### src/rtl/log_drain.sv
// log_drain: captures logger entries into a small FIFO and streams each one
// out as an 8-byte frame (A5, addr hi/lo, data[36:32], data[31:0] MSB first)
// over a valid/ready byte port. The logger can never stall, so a full FIFO
// drops the entry and counts it instead of back-pressuring.
module log_drain #(
    parameter int DEPTH = 8,
    parameter int LVL_W = 4
) (
    input  logic             clk,
    input  logic             reset,
    input  logic             log_we,
    input  logic [15:0]      log_addr,
    input  logic [36:0]      log_data,
    input  logic             clr,
    output logic [7:0]       tx_data,
    output logic             tx_valid,
    input  logic             tx_ready,
    output logic [LVL_W-1:0] fifo_level,
    output logic [15:0]      drop_cnt,
    output logic             overflow
);
    localparam int AW = LVL_W - 1;

    localparam logic [0:0] S_IDLE = 1'b0;
    localparam logic [0:0] S_SEND = 1'b1;

    // Entry layout: {addr[15:0], data[36:0]}
    function automatic logic [7:0] frame_byte(input logic [52:0] e, input logic [2:0] k);
        logic [7:0] b;
        unique case (k)
            3'd0:    b = 8'hA5;
            3'd1:    b = e[52:45];
            3'd2:    b = e[44:37];
            3'd3:    b = {3'b000, e[36:32]};
            3'd4:    b = e[31:24];
            3'd5:    b = e[23:16];
            3'd6:    b = e[15:8];
            default: b = e[7:0];
        endcase
        return b;
    endfunction

    logic             we_d;
    logic [15:0]      addr_d;
    logic [52:0]      mem [DEPTH];
    logic [LVL_W-1:0] wr_ptr, rd_ptr, wr_nxt, rd_nxt;
    logic [52:0]      head;
    logic [52:0]      shreg;
    logic [2:0]       idx;
    logic [0:0]       state;
    logic             full, empty, hs, pop, push, push_ok, drop;

    assign full  = (wr_ptr[AW] != rd_ptr[AW]) && (wr_ptr[AW-1:0] == rd_ptr[AW-1:0]);
    assign empty = (wr_ptr == rd_ptr);
    assign head  = mem[rd_ptr[AW-1:0]];
    assign hs    = tx_valid && tx_ready;

    // Pop loads the serializer: from IDLE, or on the last handshake of a
    // frame for gapless output. clr empties the FIFO, so nothing is popped.
    assign pop = !clr && !empty &&
                 ((state == S_IDLE) || (state == S_SEND && hs && idx == 3'd7));

    // A pop in the same cycle frees a slot, so a full FIFO still accepts.
    assign push    = we_d && !clr;
    assign push_ok = push && (!full || pop);
    assign drop    = push && full && !pop;

    assign wr_nxt = push_ok ? wr_ptr + LVL_W'(1) : wr_ptr;
    assign rd_nxt = pop     ? rd_ptr + LVL_W'(1) : rd_ptr;

    // Capture stage: address arrives with the strobe, data one cycle later.
    // clr drops whatever is in flight here.
    always_ff @(posedge clk or posedge reset) begin
        if (reset) begin
            we_d   <= 1'b0;
            addr_d <= '0;
        end else begin
            we_d   <= log_we && !clr;
            addr_d <= log_addr;
        end
    end

    // Entry storage; the read of the head slot sees the old value when a
    // push lands on the same slot as a pop.
    always_ff @(posedge clk) begin
        if (push_ok) mem[wr_ptr[AW-1:0]] <= {addr_d, log_data};
    end

    // Pointers and level, kept in step so level is a plain register.
    always_ff @(posedge clk or posedge reset) begin
        if (reset) begin
            wr_ptr     <= '0;
            rd_ptr     <= '0;
            fifo_level <= '0;
        end else if (clr) begin
            wr_ptr     <= '0;
            rd_ptr     <= '0;
            fifo_level <= '0;
        end else begin
            wr_ptr     <= wr_nxt;
            rd_ptr     <= rd_nxt;
            fifo_level <= wr_nxt - rd_nxt;
        end
    end

    // Drop accounting: saturating counter plus sticky flag.
    always_ff @(posedge clk or posedge reset) begin
        if (reset) begin
            drop_cnt <= '0;
            overflow <= 1'b0;
        end else if (clr) begin
            drop_cnt <= '0;
            overflow <= 1'b0;
        end else if (drop) begin
            if (drop_cnt != 16'hFFFF) drop_cnt <= drop_cnt + 16'd1;
            overflow <= 1'b1;
        end
    end

    // Serializer: registered byte/valid, held while the consumer stalls.
    always_ff @(posedge clk or posedge reset) begin
        if (reset) begin
            state    <= S_IDLE;
            idx      <= '0;
            shreg    <= '0;
            tx_valid <= 1'b0;
            tx_data  <= '0;
        end else if (pop) begin
            state    <= S_SEND;
            shreg    <= head;
            idx      <= '0;
            tx_valid <= 1'b1;
            tx_data  <= 8'hA5;
        end else if (state == S_SEND && hs) begin
            if (idx == 3'd7) begin
                state    <= S_IDLE;
                idx      <= '0;
                tx_valid <= 1'b0;
                tx_data  <= '0;
            end else begin
                idx     <= idx + 3'd1;
                tx_data <= frame_byte(shreg, idx + 3'd1);
            end
        end
    end

endmodule

### config.mk
export PLATFORM = sky130hd
export DESIGN_NAME = log_drain
export DESIGN_NICKNAME = d
export VERILOG_FILES = /design/src/rtl/log_drain.sv
export SDC_FILE = /design/constraint.sdc
export NUM_CORES = 1
export LEC_CHECK = 0
export ABC_AREA = 0
export BUFFER_PORTS_ARGS = -buffer_cell sky130_fd_sc_hd__buf_4
export CORE_AREA = 5 5 201 203
export DETAILED_ROUTE_END_ITERATION = 7
export DIE_AREA = 0 0 206 208
export PLACE_DENSITY = 0.72
export SLEW_MARGIN = 0
export SYNTH_ARGS = -nofsm -noshare
export SYNTH_HDL_FRONTEND = slang
export SYNTH_SLANG_ARGS = --single-unit
### constraint.sdc
create_clock -name clk -period 10 [get_ports clk]
set_input_delay 1 -clock clk [delete_from_list [all_inputs] [get_ports clk]]
set_output_delay 1 -clock clk [all_outputs]
set_load 0.03 [all_outputs]
* After elaboration in Yosys (flattened, before gate mapping)
Memory sizes are Yosys's and may differ from the RTL's. A register that Yosys moved wholly into a read port is not among the register bits.
Index checks and enable logic that the tools add are counted.
** Word-level totals
- Bits in registers :: 58
- Output and inout port bits :: 30
- Bits of input ports :: 58
- RAM bits :: 424
- Memories :: 1
** Cells by class
- Add/sub/neg operators :: 5
- Reductions and logical operators :: 24
- Eq/ne operators :: 11
- Multiplexer cells :: 22
- Bitwise gates (word level) :: 1
** Memories
- mem :: depth 8, bits a word 53, read ports 1, clocked after memory_dff 1, wr ports 1, RTL line 45 : logic [52:0] mem [DEPTH];
** Operators by type and width (number)
- $pmux W8 S7 :: 1
- $mux W16 :: 3
- $mux W8 :: 3
- $mux W4 :: 5
- $add A16 B1 Y16 const B :: 1
- $ne A16 B16 Y1 const B :: 1
- $eq A3 B3 Y1 const B :: 4
- $logic_and A1 B1 Y1 :: 11
- $mux W3 :: 3
- $add A4 B1 Y4 const B :: 2
- $reduce_bool A2 Y1 :: 4
- $mux W1 :: 7
- $eq A3 B2 Y1 const B :: 2
- $eq A4 B4 Y1 :: 1
- $logic_not A1 Y1 :: 4
- $reduce_and A2 Y1 :: 2
- $sub A4 B4 Y4 :: 1
- $add A3 B1 Y3 const B :: 1
- $eq A3 B1 Y1 const B :: 1
- $eq A3 B3 Y1 :: 1
- $logic_not A3 Y1 :: 1
- $logic_or A1 B1 Y1 :: 2
- $ne A1 B1 Y1 :: 1
- $not A1 Y1 :: 1

* Depth between registers and ports, before layout
Gate-level depths: netlist of run 1.
- Depth in word-level cells :: 10
- Gate-level depth with buffers :: 13
- Gate-level depth less buffers :: 13

* Worst setup path after synthesis of run 1
OpenSTA, ideal clock, no wires.
- Path type :: in2reg
- Start :: in tx_ready
- End :: mem mem[4][0] (enable)
- Arrival :: 6890 ps
- Required time :: 9387 ps
- Stages :: 5
- Slack :: 2497 ps
- Library setup time :: 613 ps
- Cell sequence :: a21bo_2 -> nor2_2 -> nand2_1 -> nand2_1 -> nor4b_1
** Between the ends
- Longest elaborated chain between the ends :: 9
** RTL lines
- start, declared :: RTL line 17 : input logic tx_ready,
- $logic_and A1 B1 Y1 :: RTL line 56 : assign hs = tx_valid && tx_ready;
- $logic_and A1 B1 Y1 (2 in series) :: RTL line 61 : ((state == S_IDLE) || (state == S_SEND && hs && idx == 3'd7));
- $logic_or A1 B1 Y1 :: RTL line 61
- $logic_and A1 B1 Y1 :: RTL line 60 : assign pop = !clr && !empty &&
- $logic_or A1 B1 Y1 :: RTL line 65 : assign push_ok = push && (!full || pop);
- $logic_and A1 B1 Y1 :: RTL line 65
- $mux W1 :: RTL line 86 : if (push_ok) mem[wr_ptr[AW-1:0]] <= {addr_d, log_data};
- $mux W1 (implied by the code) :: RTL line 86
- end, declared :: RTL line 45
Every way passes these cells.

* Worst setup path after layout of run 1
- Start :: reg rd_ptr[1]
- End :: reg fifo_level[3]
** Between the ends
- Longest elaborated chain between the ends :: 9
- Elaborated cells on any way between the ends :: 14
- Classes of those cells :: add/sub (2); eq/ne (2); mux (3); reduce/logical (7)
** RTL lines
- start, declared :: RTL line 46 : logic [LVL_W-1:0] wr_ptr, rd_ptr, wr_nxt, rd_nxt;
- start signal, assigned :: RTL line 101 : rd_ptr <= rd_nxt;
- $eq A4 B4 Y1 :: RTL line 54 : assign empty = (wr_ptr == rd_ptr);
- $logic_not A1 Y1 :: RTL line 60
- $logic_and A1 B1 Y1 (2 in series) :: RTL line 60
- $logic_or A1 B1 Y1 :: RTL line 65
- $logic_and A1 B1 Y1 :: RTL line 65
- $mux W4 :: RTL line 68 : assign wr_nxt = push_ok ? wr_ptr + LVL_W'(1) : wr_ptr;
- $sub A4 B4 Y4 (*) :: RTL line 102 : fifo_level <= wr_nxt - rd_nxt;
- $mux W4 (*) :: RTL line 95 : end else if (clr) begin
- end signal, assigned :: RTL line 102
- end, declared :: RTL line 18 : output logic [LVL_W-1:0] fifo_level,
Every way passes the cells marked *; elsewhere a longest branch is shown, timed or not.
A chain may end at the register's enable or synchronous reset.

==> flow_summary.toml, run 1 <==
[finish]
finish.instance_area_um2 = 23600
num_antenna_cells = 0
final.fill_count = 2699
area_growth_pct = 13.9
nNetsFinal = 1253
finalNonFillerCells = 1743
drive_gt1_share_pct = 25.6

[placed_design]
post-place-ws_ps = 5620
gp_congestion = 0.836
place_inst = 1645
placed_area_um2 = 21900
dp.final_hpwl_um = 22700
io_buffer_count = 87

[synthesis]
synth_edf_count = 424
ys_warn_count = 0
synth_cell_types = 53
syn_inst = 1082
synth_area_um2 = 20700
synth_top_flop_cell = "edfxtp_1"
async_reset_ff_share_pct = 20.7
synth_nets = 1154
synth_area_per_cell_um2 = 19.2
yosysSeqAreaShare_pct = 74.8
synth_seq_cells = 535

[global_routing]
grt_pass1_wl_um = 62800
grtUsageTotal_pct = 19.3
grt_max_degree = 113
antenna_found_initial = 0
grt_overflow_total = 0
grt_pass1_vias = 10513

[pwr]
p_per_area_nw_per_um2 = 218
total_leakage_power_nw = 7.96
peakVddDrop_v = 0.000209

[floorplan]
die_h_um = 208
ioPinCount = 88
placementRows = 72
initial_utilization_pct = 54.2
die_w_um = 206
die_area_um2 = 42800
core_um2 = 38300

[sta]
hold_viol = 0
fin_crit_ps = 4380
rsz0062_at_grt = "no"
timing.fmax_mhz = 229
finalSetupViolations = 0
skew_ps = 12.1
holdWs_ps = 488
setup_ws_ps = 5620
final.period_utilization_pct = 43.8
fin_tns_setup_ps = 0
tightest_slew_ps = 1040
slew_violations = 0
relSlewSlack_pct = 30.9

[worst_setup_path]
critical_path_class = "reg2reg"
cp_max_fo = 112
arrival_ps = 4830
end_kind = "flip-flop"
required_ps = 10460
critPathLaunchType = "flip-flop"
r2r_slack_ps = 5620

[worst_hold_path]
min_path_type = "reg2reg"

[clock_tree]
clockRootBuffer = "clkbuf_16"
cts_buffer_depth = 3
holdBufCountCts = 0
h-tree-depth = 2
cts_resized = 0
cts_sinks = 535
worstSkewPairLatency_ps = 580
cts.reportedPaths.clkPinSlew_ps = 60
cts_tree = "built"
cts_setup_buffers = 0
cts_made_buffers = 52

[routing]
wl_per_cell_um = 23.3
vias_per_cell = 5.77
first_pass_iters = 5
final_antenna_net_count = 0
num_vias = 10059
drtIter0Drc = 806
finalWirelength_um = 40600
drc = 0

[status]
status = "finished, final reports clean"

[job]
drv_cap = 0
==> critical path, cell delays in order (launching register included) <==
cell and delay, ps:
dfrtp_4 940, xor2_1 260, o41ai_2 400, nand2b_4 890, mux2i_1 410, ha_1 300
a21o_1 160, a21oi_1 190, xnor2_1 190, xor2_2 180, mux2_4 310
==> flip-flops by register name (all words and copies together), names as in the netlist <==
| register | count |
|---|---|
| wr_ptr | 4 |
| shreg | 53 |
| overflow | 1 |
| tx_data | 8 |
| idx | 3 |
| mem | 424 |
| drop_cnt | 16 |
| rd_ptr | 4 |
| fifo_level | 4 |
| addr_d | 16 |
| we_d | 1 |
| state | 1 |
==> final timing paths <==
kind,start,to,cells past startpoint
worst max-delay path,rd_ptr[1],fifo_level[3],10
worst max register to register,rd_ptr[1],fifo_level[3],10
min in group asynchronous,reset,addr_d[9],2
worst min-delay path,shreg[52],shreg[52],2
worst min register to register,shreg[52],shreg[52],2
max in group asynchronous,reset,rd_ptr[2],3
==> cell type report <==
class	instances	area, um^2	share of cell area [%]
clock buffers	80	1490	6.30
well taps	518	648	2.74
clock inverters	18	224	0.948
repair buffers	100	751	3.18
multi-input cells	481	4950	21.0
inverters	11	43.8	0.185
flip-flops and latches	535	15500	65.7
==> cell families (layout without fill, tap and decap cells) <==
kind of cell	Yosys count	after routing	share of synthesized area, %
AO/OA/AOI/OAI	98	98	2.97
XOR/XNOR	28	28	1.22
multiplexers	173	173	14.8
flip-flops	535	535	74.8
buffers and inverters	66	209	1.56
AND/OR/NAND/NOR	168	168	3.76
adder cells (fa/ha/maj)	14	14	0.881
==> cell usage in the layout (no fill, tap or decap), drive strengths merged, types with 3 or more instances in the layout <==
master	count
nand2	82
mux2	11
nor3	11
a221oi	4
xnor2	22
o21ai	60
nor2	36
a21oi	9
nor4	7
ha	13
mux4	106
mux2i	56
nand4	4
clkinv	8
buf	100
a311oi	4
clkbuf	80
nor2b	3
and2	4
or3	3
clkinvlp	3
nand3	9
a222oi	4
dfrtp	111
edfxtp	424
bufinv	5
o22a	4
inv	13
nor3b	3
xor2	6
==> synth_stat cells (all sizes together) (3+ instances only) <==
| master | instances | share of area [%] |
|---|---|---|
| a221oi | 4 | 0.17 |
| nor2b | 3 | 0.091 |
| nand4 | 4 | 0.12 |
| nor2 | 36 | 0.66 |
| nor3b | 3 | 0.11 |
| or3 | 3 | 0.091 |
| o21ai | 60 | 1.4 |
| and2 | 4 | 0.12 |
| xnor2 | 22 | 0.93 |
| o22a | 4 | 0.17 |
| nor3 | 11 | 0.32 |
| dfrtp | 111 | 13 |
| nand2 | 82 | 1.5 |
| nor4 | 7 | 0.24 |
| ha | 13 | 0.78 |
| nand3 | 9 | 0.27 |
| xor2 | 6 | 0.29 |
| a21oi | 9 | 0.22 |
| mux4 | 106 | 12 |
| a222oi | 4 | 0.19 |
| mux2i | 56 | 2.7 |
| mux2 | 11 | 0.62 |
| buf | 25 | 0.80 |
| inv | 11 | 0.20 |
| a311oi | 4 | 0.17 |
| clkbuf | 30 | 0.56 |
| edfxtp | 424 | 61 |
==> through the flow <==
| step | utilization, % | power, mW |
|---|---|---|
| after floorplan | - | 3.05 |
| after global placement | 57.2 | 3.24 |
| after detailed placement | 57.2 | 3.26 |
| after CTS | 61.7 | 5.20 |
| after global routing | 61.7 | 5.37 |
| final | 61.7 | 5.16 |
==> metal layers <==
metal  vias to the layer above  track usage, %  wire, um  part of all wire (%)
li1                       4484               -         -                     -
met1                      5224            28.2     17400                    43
met2                       295            30.5     19800                    49
met3                        56            3.44      2370                   5.8
met4                         0            5.48       950                   2.3
met5                         -               0         0                     0
==> where the power goes <==
group          total (mW)  switching [mW]  internal, mW
Clock                1.94           0.784          1.15
Combinational       0.562           0.323         0.238
Sequential           2.66           0.112          2.55
Total                5.16            1.22          3.94
No activity file was read; power rests on OpenSTA's default activity.
==> run 2: changes to the inputs <==
Settings changed: ABC_AREA 0 to 1, CORE_AREA 5 5 201 203 to 5 5 203 205, DIE_AREA 0 0 206 208 to 0 0 208 210, PLACE_DENSITY 0.72 to 0.74.
Clock period 10 ns to 3.6 ns, I/O delays scaled along.
==> run 2 against run 1 <==
Critical path type unchanged. Count of clock-buffer cells in the layout up 4. Area after synthesis up 2.4%. Fmax rose by 37%. Highest routed layer unchanged. Clock power rose to 2.8 times the previous value.
==> flow_summary.toml, run 2 <==
[status]
status = "finished, final reports clean"

[global_routing]
grt_overflow_total = 0
grt_max_degree = 84
grtUsageTotal_pct = 21.8
grt_pass1_wl_um = 75900
antenna_found_initial = 0
grt_pass1_vias = 13423

[synthesis]
yosysSeqAreaShare_pct = 73.1
synth_top_flop_cell = "edfxtp_1"
synth_top_area_share_pct = 60.0
synth_largest_area_cell = "edfxtp_1"
synth_edf_count = 424
async_reset_ff_share_pct = 20.7
synth_cell_types = 36
synth_area_um2 = 21200
synth_area_per_cell_um2 = 12.7
synth_seq_cells = 535
syn_inst = 1669
synth_nets = 1741
synth.top_cells.by_count = "edfxtp_1, nand2_1, nand3_1"
ys_top_cells_by_area = "edfxtp_1, dfrtp_1, nand2_1"
ys_warn_count = 0
yosysMostFrequentCell = "edfxtp_1"

[placed_design]
placed_area_um2 = 22500
place_inst = 2225
io_buffer_count = 87
gp_congestion = 0.877
dp.final_hpwl_um = 27600

[finish]
largest_reg_flops = 424
finalNonFillerCells = 2378
layout_common_cells = "edfxtp_1, nand2_1, nand3_1, buf_4, dfrtp_1"
finish.instance_area_um2 = 24800
area_growth_pct = 16.9
num_antenna_cells = 0
layout_commonest_cell = "edfxtp_1"
drive_gt1_share_pct = 12.7
nNetsFinal = 1880

[pwr]
clock_power_share_pct = 36.9
p_switching_mw = 3.86
power_frac_seq_pct = 49.9
power_frac_comb_pct = 13.2
p_sw_share_pct = 26.1
total_leakage_power_nw = 9.05
peakVddDrop_v = 0.000413
p_per_area_nw_per_um2 = 596
p_int_mw = 10.9

[worst_setup_path]
critPathLaunchType = "flip-flop"
cp_max_fo = 32
cp-startpoint = "idx[0]"
r2r_start = "idx[0]"
end_kind = "flip-flop"
critPathSlowestCell = "buf_4"
slowest_delay_ps = 490
required_ps = 3830
crit_chain = "ha_1 > ha_1 > inv_1 > o21ai_1 > nand3_2 > nand2_4 > nand2_1 > inv_1 > nand2_1 > nor3_4 > buf_4"
critical_path_class = "reg2reg"
arrival_ps = 3410

[sta]
holdWs_ps = 25.0
skew_ps = 17.3
hold_viol = 0
tightest_slew_ps = 964
fin_crit_ps = 3190
slew_violations = 0
final.period_utilization_pct = 88.5
relSlewSlack_pct = 35.7
finalSetupViolations = 0
timing.fmax_mhz = 314
fin_tns_setup_ps = 0
rsz0062_at_grt = "no"

[routing]
final_antenna_net_count = 0
num_vias = 13516
wl_per_cell_um = 20.1
finalWirelength_um = 47700
drc = 0
vias_per_cell = 5.68
first_pass_iters = 8
drtIter0Drc = 1256

[floorplan]
ioPinCount = 88
die_area_um2 = 43700
placementRows = 73
initial_utilization_pct = 54.1
die_w_um = 208
core_um2 = 39300
die_h_um = 210

[clock_tree]
cts_sinks = 535
worstSkewPairLatency_ps = 600
cts_made_buffers = 53
cts_resized = 0
h-tree-depth = 2
clockRootBuffer = "clkbuf_16"
cts_tree = "built"
cts_buffer_depth = 3
cts.reportedPaths.clkPinSlew_ps = 60

[worst_hold_path]
min_path_type = "in2reg"
min-delay-start = "log_data[12]"

[job]
drv_cap = 0
==> run 2: logic make-up after synthesis <==
family	synth area share, %
AND/OR/NAND/NOR	14.0
flip-flops	73.1
AO/OA/AOI/OAI	6.12
buffers and inverters	2.90
multiplexers	2.50
XOR/XNOR	0.578
adder cells (fa/ha/maj)	0.861
==> run 2: metal layers <==
layer | track usage, % | share of wire [%] | vias to the layer above
li1 | - | - | 6287
met4 | 6.39 | 2.3 | 0
met1 | 30.5 | 42 | 6651
met5 | 0 | 0 | -
met3 | 3.80 | 7.4 | 77
met2 | 35.9 | 49 | 501
==> run 2: path summary, 6_finish.rpt <==
kind,to,slack [ps],cells past startpoint
min in group asynchronous,overflow,390,3
min,mem[5][12],20,1
min reg2reg,shreg[3],490,2
max reg2reg,mem[6][11],410,11
max,mem[6][11],410,11
max in group asynchronous,shreg[17],2360,4
==> run 2: what timing repair did <==
item	in CTS	in global routing
hold endpoints to repair	336	0
hold buffers	53	0
buffers inserted	0	0
==> run 2: cell type report <==
class / instances / area, um^2
clock buffers: 84 / 1600
clock inverters: 16 / 139
fillers: 2923 / 14500
inverters: 64 / 246
multi-input cells: 982 / 5170
flip-flops and latches: 535 / 15500
well taps: 525 / 657
repair buffers: 172 / 1490
==> run 2: per-stage QoR <==
step | worst slack, ps | total power, mW | util, %
2_1_floorplan | -714 | 8.60 | -
3_3_place_gp | 583 | 9.31 | 57.4
3_5_place_dp | 487 | 9.37 | 57.4
4_1_cts | 444 | 14.9 | 63.2
5_1_grt | 101 | 15.4 | 63.2
6_report | 413 | 14.8 | 63.2
==> run 2: power by group through the flow <==
stage / Combinational [mW] / Sequential (mW) / Clock (mW)
final: 1.96 / 7.38 / 5.45
after global routing: 2.17 / 7.42 / 5.78
after CTS: 1.95 / 7.38 / 5.54
after detailed placement: 1.87 / 7.50 / 0
after global placement: 1.82 / 7.49 / 0
after floorplan: 1.12 / 7.48 / 0
==> run 2: worst max-delay path: cells and delay by family, from the launching register on <==
family / cells / cell delay (ps)
compound gates: 1 / 280
fa+ha+maj: 2 / 470
buf+inv: 3 / 690
flops: 1 / 410
simple gates: 5 / 930
==> run 3: changes to the inputs <==
Settings changed: MAX_ROUTING_LAYER set to met4, REMOVE_ABC_BUFFERS set to 1.
==> run 3 against run 2 <==
The flow now finishes with violations (hold timing). Fmax rose by 2.3%. Sequential power barely moved. Clock skew rose by 8.5 ps. Flip-flop and latch count did not move. Register-to-register slack improved by 70 ps. Sequential share of layout area fell by 0.49 points. Via count fell by 0.14%. Setup slack improved by 71 ps. Cell count fell by 0.25%. Hold slack got worse by 31 ps. Largest power group unchanged.
==> flow_summary.toml, run 3 (synthesis gave the netlist of run 2 again) <==
[status]
status = "finished, violations left"
violations = "hold timing"

[routing]
first_pass_iters = 5
wl_per_cell_um = 19.9
drc = 0
final_antenna_net_count = 0
vias_per_cell = 5.69
finalWirelength_um = 47100
drtIter0Drc = 1338
num_vias = 13497

[clock_tree]
cts_setup_buffers = 0
cts_tree = "built"
clockRootBuffer = "clkbuf_16"
h-tree-depth = 2
worstSkewPairLatency_ps = 600
cts_sinks = 535
holdBufCountCts = 48
cts_buffer_depth = 3
cts_resized = 0
cts.reportedPaths.clkPinSlew_ps = 70
cts_made_buffers = 51

[global_routing]
grtUsageTotal_pct = 22.1
grt_pass1_vias = 13305
grt_pass1_wl_um = 74700
grt_overflow_total = 0
grt_max_degree = 98
antenna_found_initial = 2

[finish]
multiInputGateArea_um2 = 5160
area_growth_pct = 17.8
nNetsFinal = 1874
fin_util_pct = 63.7
layout_common_cells = "edfxtp_1, nand2_1, nand3_1, dfrtp_1, buf_4"
regArea_um2 = 15500
final.fill_count = 2871
drive_gt1_share_pct = 13.4
largest_reg_flops = 424
layout_commonest_cell = "edfxtp_1"

[worst_setup_path]
end_kind = "flip-flop"
arrival_ps = 3580
crit_chain = "ha_1 > ha_1 > inv_1 > o21ai_1 > nand3_2 > nand2_4 > nand2_1 > inv_1 > nand2_1 > nand2_1 > ha_1 > fa_1 > xor2_1 > nor2_1"
crit_family = "adder cells"
required_ps = 4070
r2r_start = "idx[0]"
critical_path_class = "reg2reg"
cp-startpoint = "idx[0]"
critPathSlowestCell = "fa_1"
critPathBufInv = 2
slowest_delay_ps = 440
critPathLaunchType = "flip-flop"
cp_max_fo = 6

[sta]
holdWs_ps = -5.78
fin_tns_setup_ps = 0
timing.fmax_mhz = 321
fin_crit_ps = 3120
tightest_slew_ps = 1100
finalSetupViolations = 0
final.period_utilization_pct = 86.6
relSlewSlack_pct = 26.8
hold_viol = 2
skew_ps = 25.8
slew_violations = 0
rsz0062_at_grt = "no"

[pwr]
power_frac_comb_pct = 12.5
total_leakage_power_nw = 9.13
clock_power_share_pct = 38.7
p_int_mw = 11.4
peakVddDrop_v = 0.000361
p_sw_share_pct = 24.9
p_switching_mw = 3.77
power_frac_seq_pct = 48.8
p_per_area_nw_per_um2 = 605

[worst_hold_path]
min_path_type = "in2async"

[job]
drv_cap = 0

[placed_design]
io_buffer_count = 87
dp.final_hpwl_um = 26600
gp_congestion = 0.867

[floorplan]
die_w_um = 208
core_um2 = 39300
die_area_um2 = 43700
initial_utilization_pct = 54.1
placementRows = 73
ioPinCount = 88
die_h_um = 210
run 3: layer usage:
layer / routed length (um) / vias up / track usage, % / part of all wire [%]
met5: 0 / - / - / 0
met4: 945 / 0 / 5.91 / 2.0
met3: 3450 / 69 / 4.09 / 7.3
met2: 22900 / 501 / 35.0 / 49
met1: 19800 / 6652 / 30.3 / 42
li1: - / 6275 / - / -
run 3: final cells by class:
type,count,share of cell area [%]
clock buffer,78,6.36
sequential,535,62.0
inverter,64,0.986
timing repair buffer,168,6.07
clock inverter,18,1.25
multi-input combinational,982,20.6
tap,525,2.63
antenna,2,0.0200
run 3: power groups by stage:
stage | Clock, mW | Combinational (mW) | Sequential, mW
3_5_place_dp | 0 | 1.84 | 7.50
2_1_floorplan | 0 | 1.08 | 7.54
3_3_place_gp | 0 | 1.80 | 7.49
6_report | 5.87 | 1.89 | 7.39
5_1_grt | 6.22 | 2.11 | 7.42
4_1_cts | 5.95 | 1.89 | 7.38
run 3: worst reg2reg max path, stage by stage, from the launching register on:
cell and delay (ps):
dfrtp_1 430, ha_1 260, ha_1 240, inv_1 120, o21ai_1 130, nand3_2 190, nand2_4 90, nand2_1 150
inv_1 70, nand2_1 250, nand2_1 140, ha_1 240, fa_1 440, xor2_1 180, nor2_1 60
run 3: final timing paths:
check	endpoint	depth (start not counted)	slack, ps
max	fifo_level[2]	14	480
min	addr_d[8]	2	-6
max reg2reg	fifo_level[2]	14	480
min reg2reg	overflow	2	490
max in group asynchronous	shreg[17]	3	2810
min in group clk	mem[3][25]	1	30
run 3: stage by stage:
step | worst slack [ps] | total power [mW] | cells | hold WS (ps) | instance area (um^2)
6_report | 484 | 15.1 | 2372 | -5.78 | 25000
5_1_grt | 162 | 15.7 | 2372 | 14.2 | 25000
4_1_cts | 527 | 15.2 | 2370 | 3.18 | 25000
3_5_place_dp | 537 | 9.34 | 2226 | 471 | 22600
3_3_place_gp | 647 | 9.28 | 2226 | 467 | 22600
2_1_floorplan | -6580 | 8.62 | 1581 | 391 | 20900
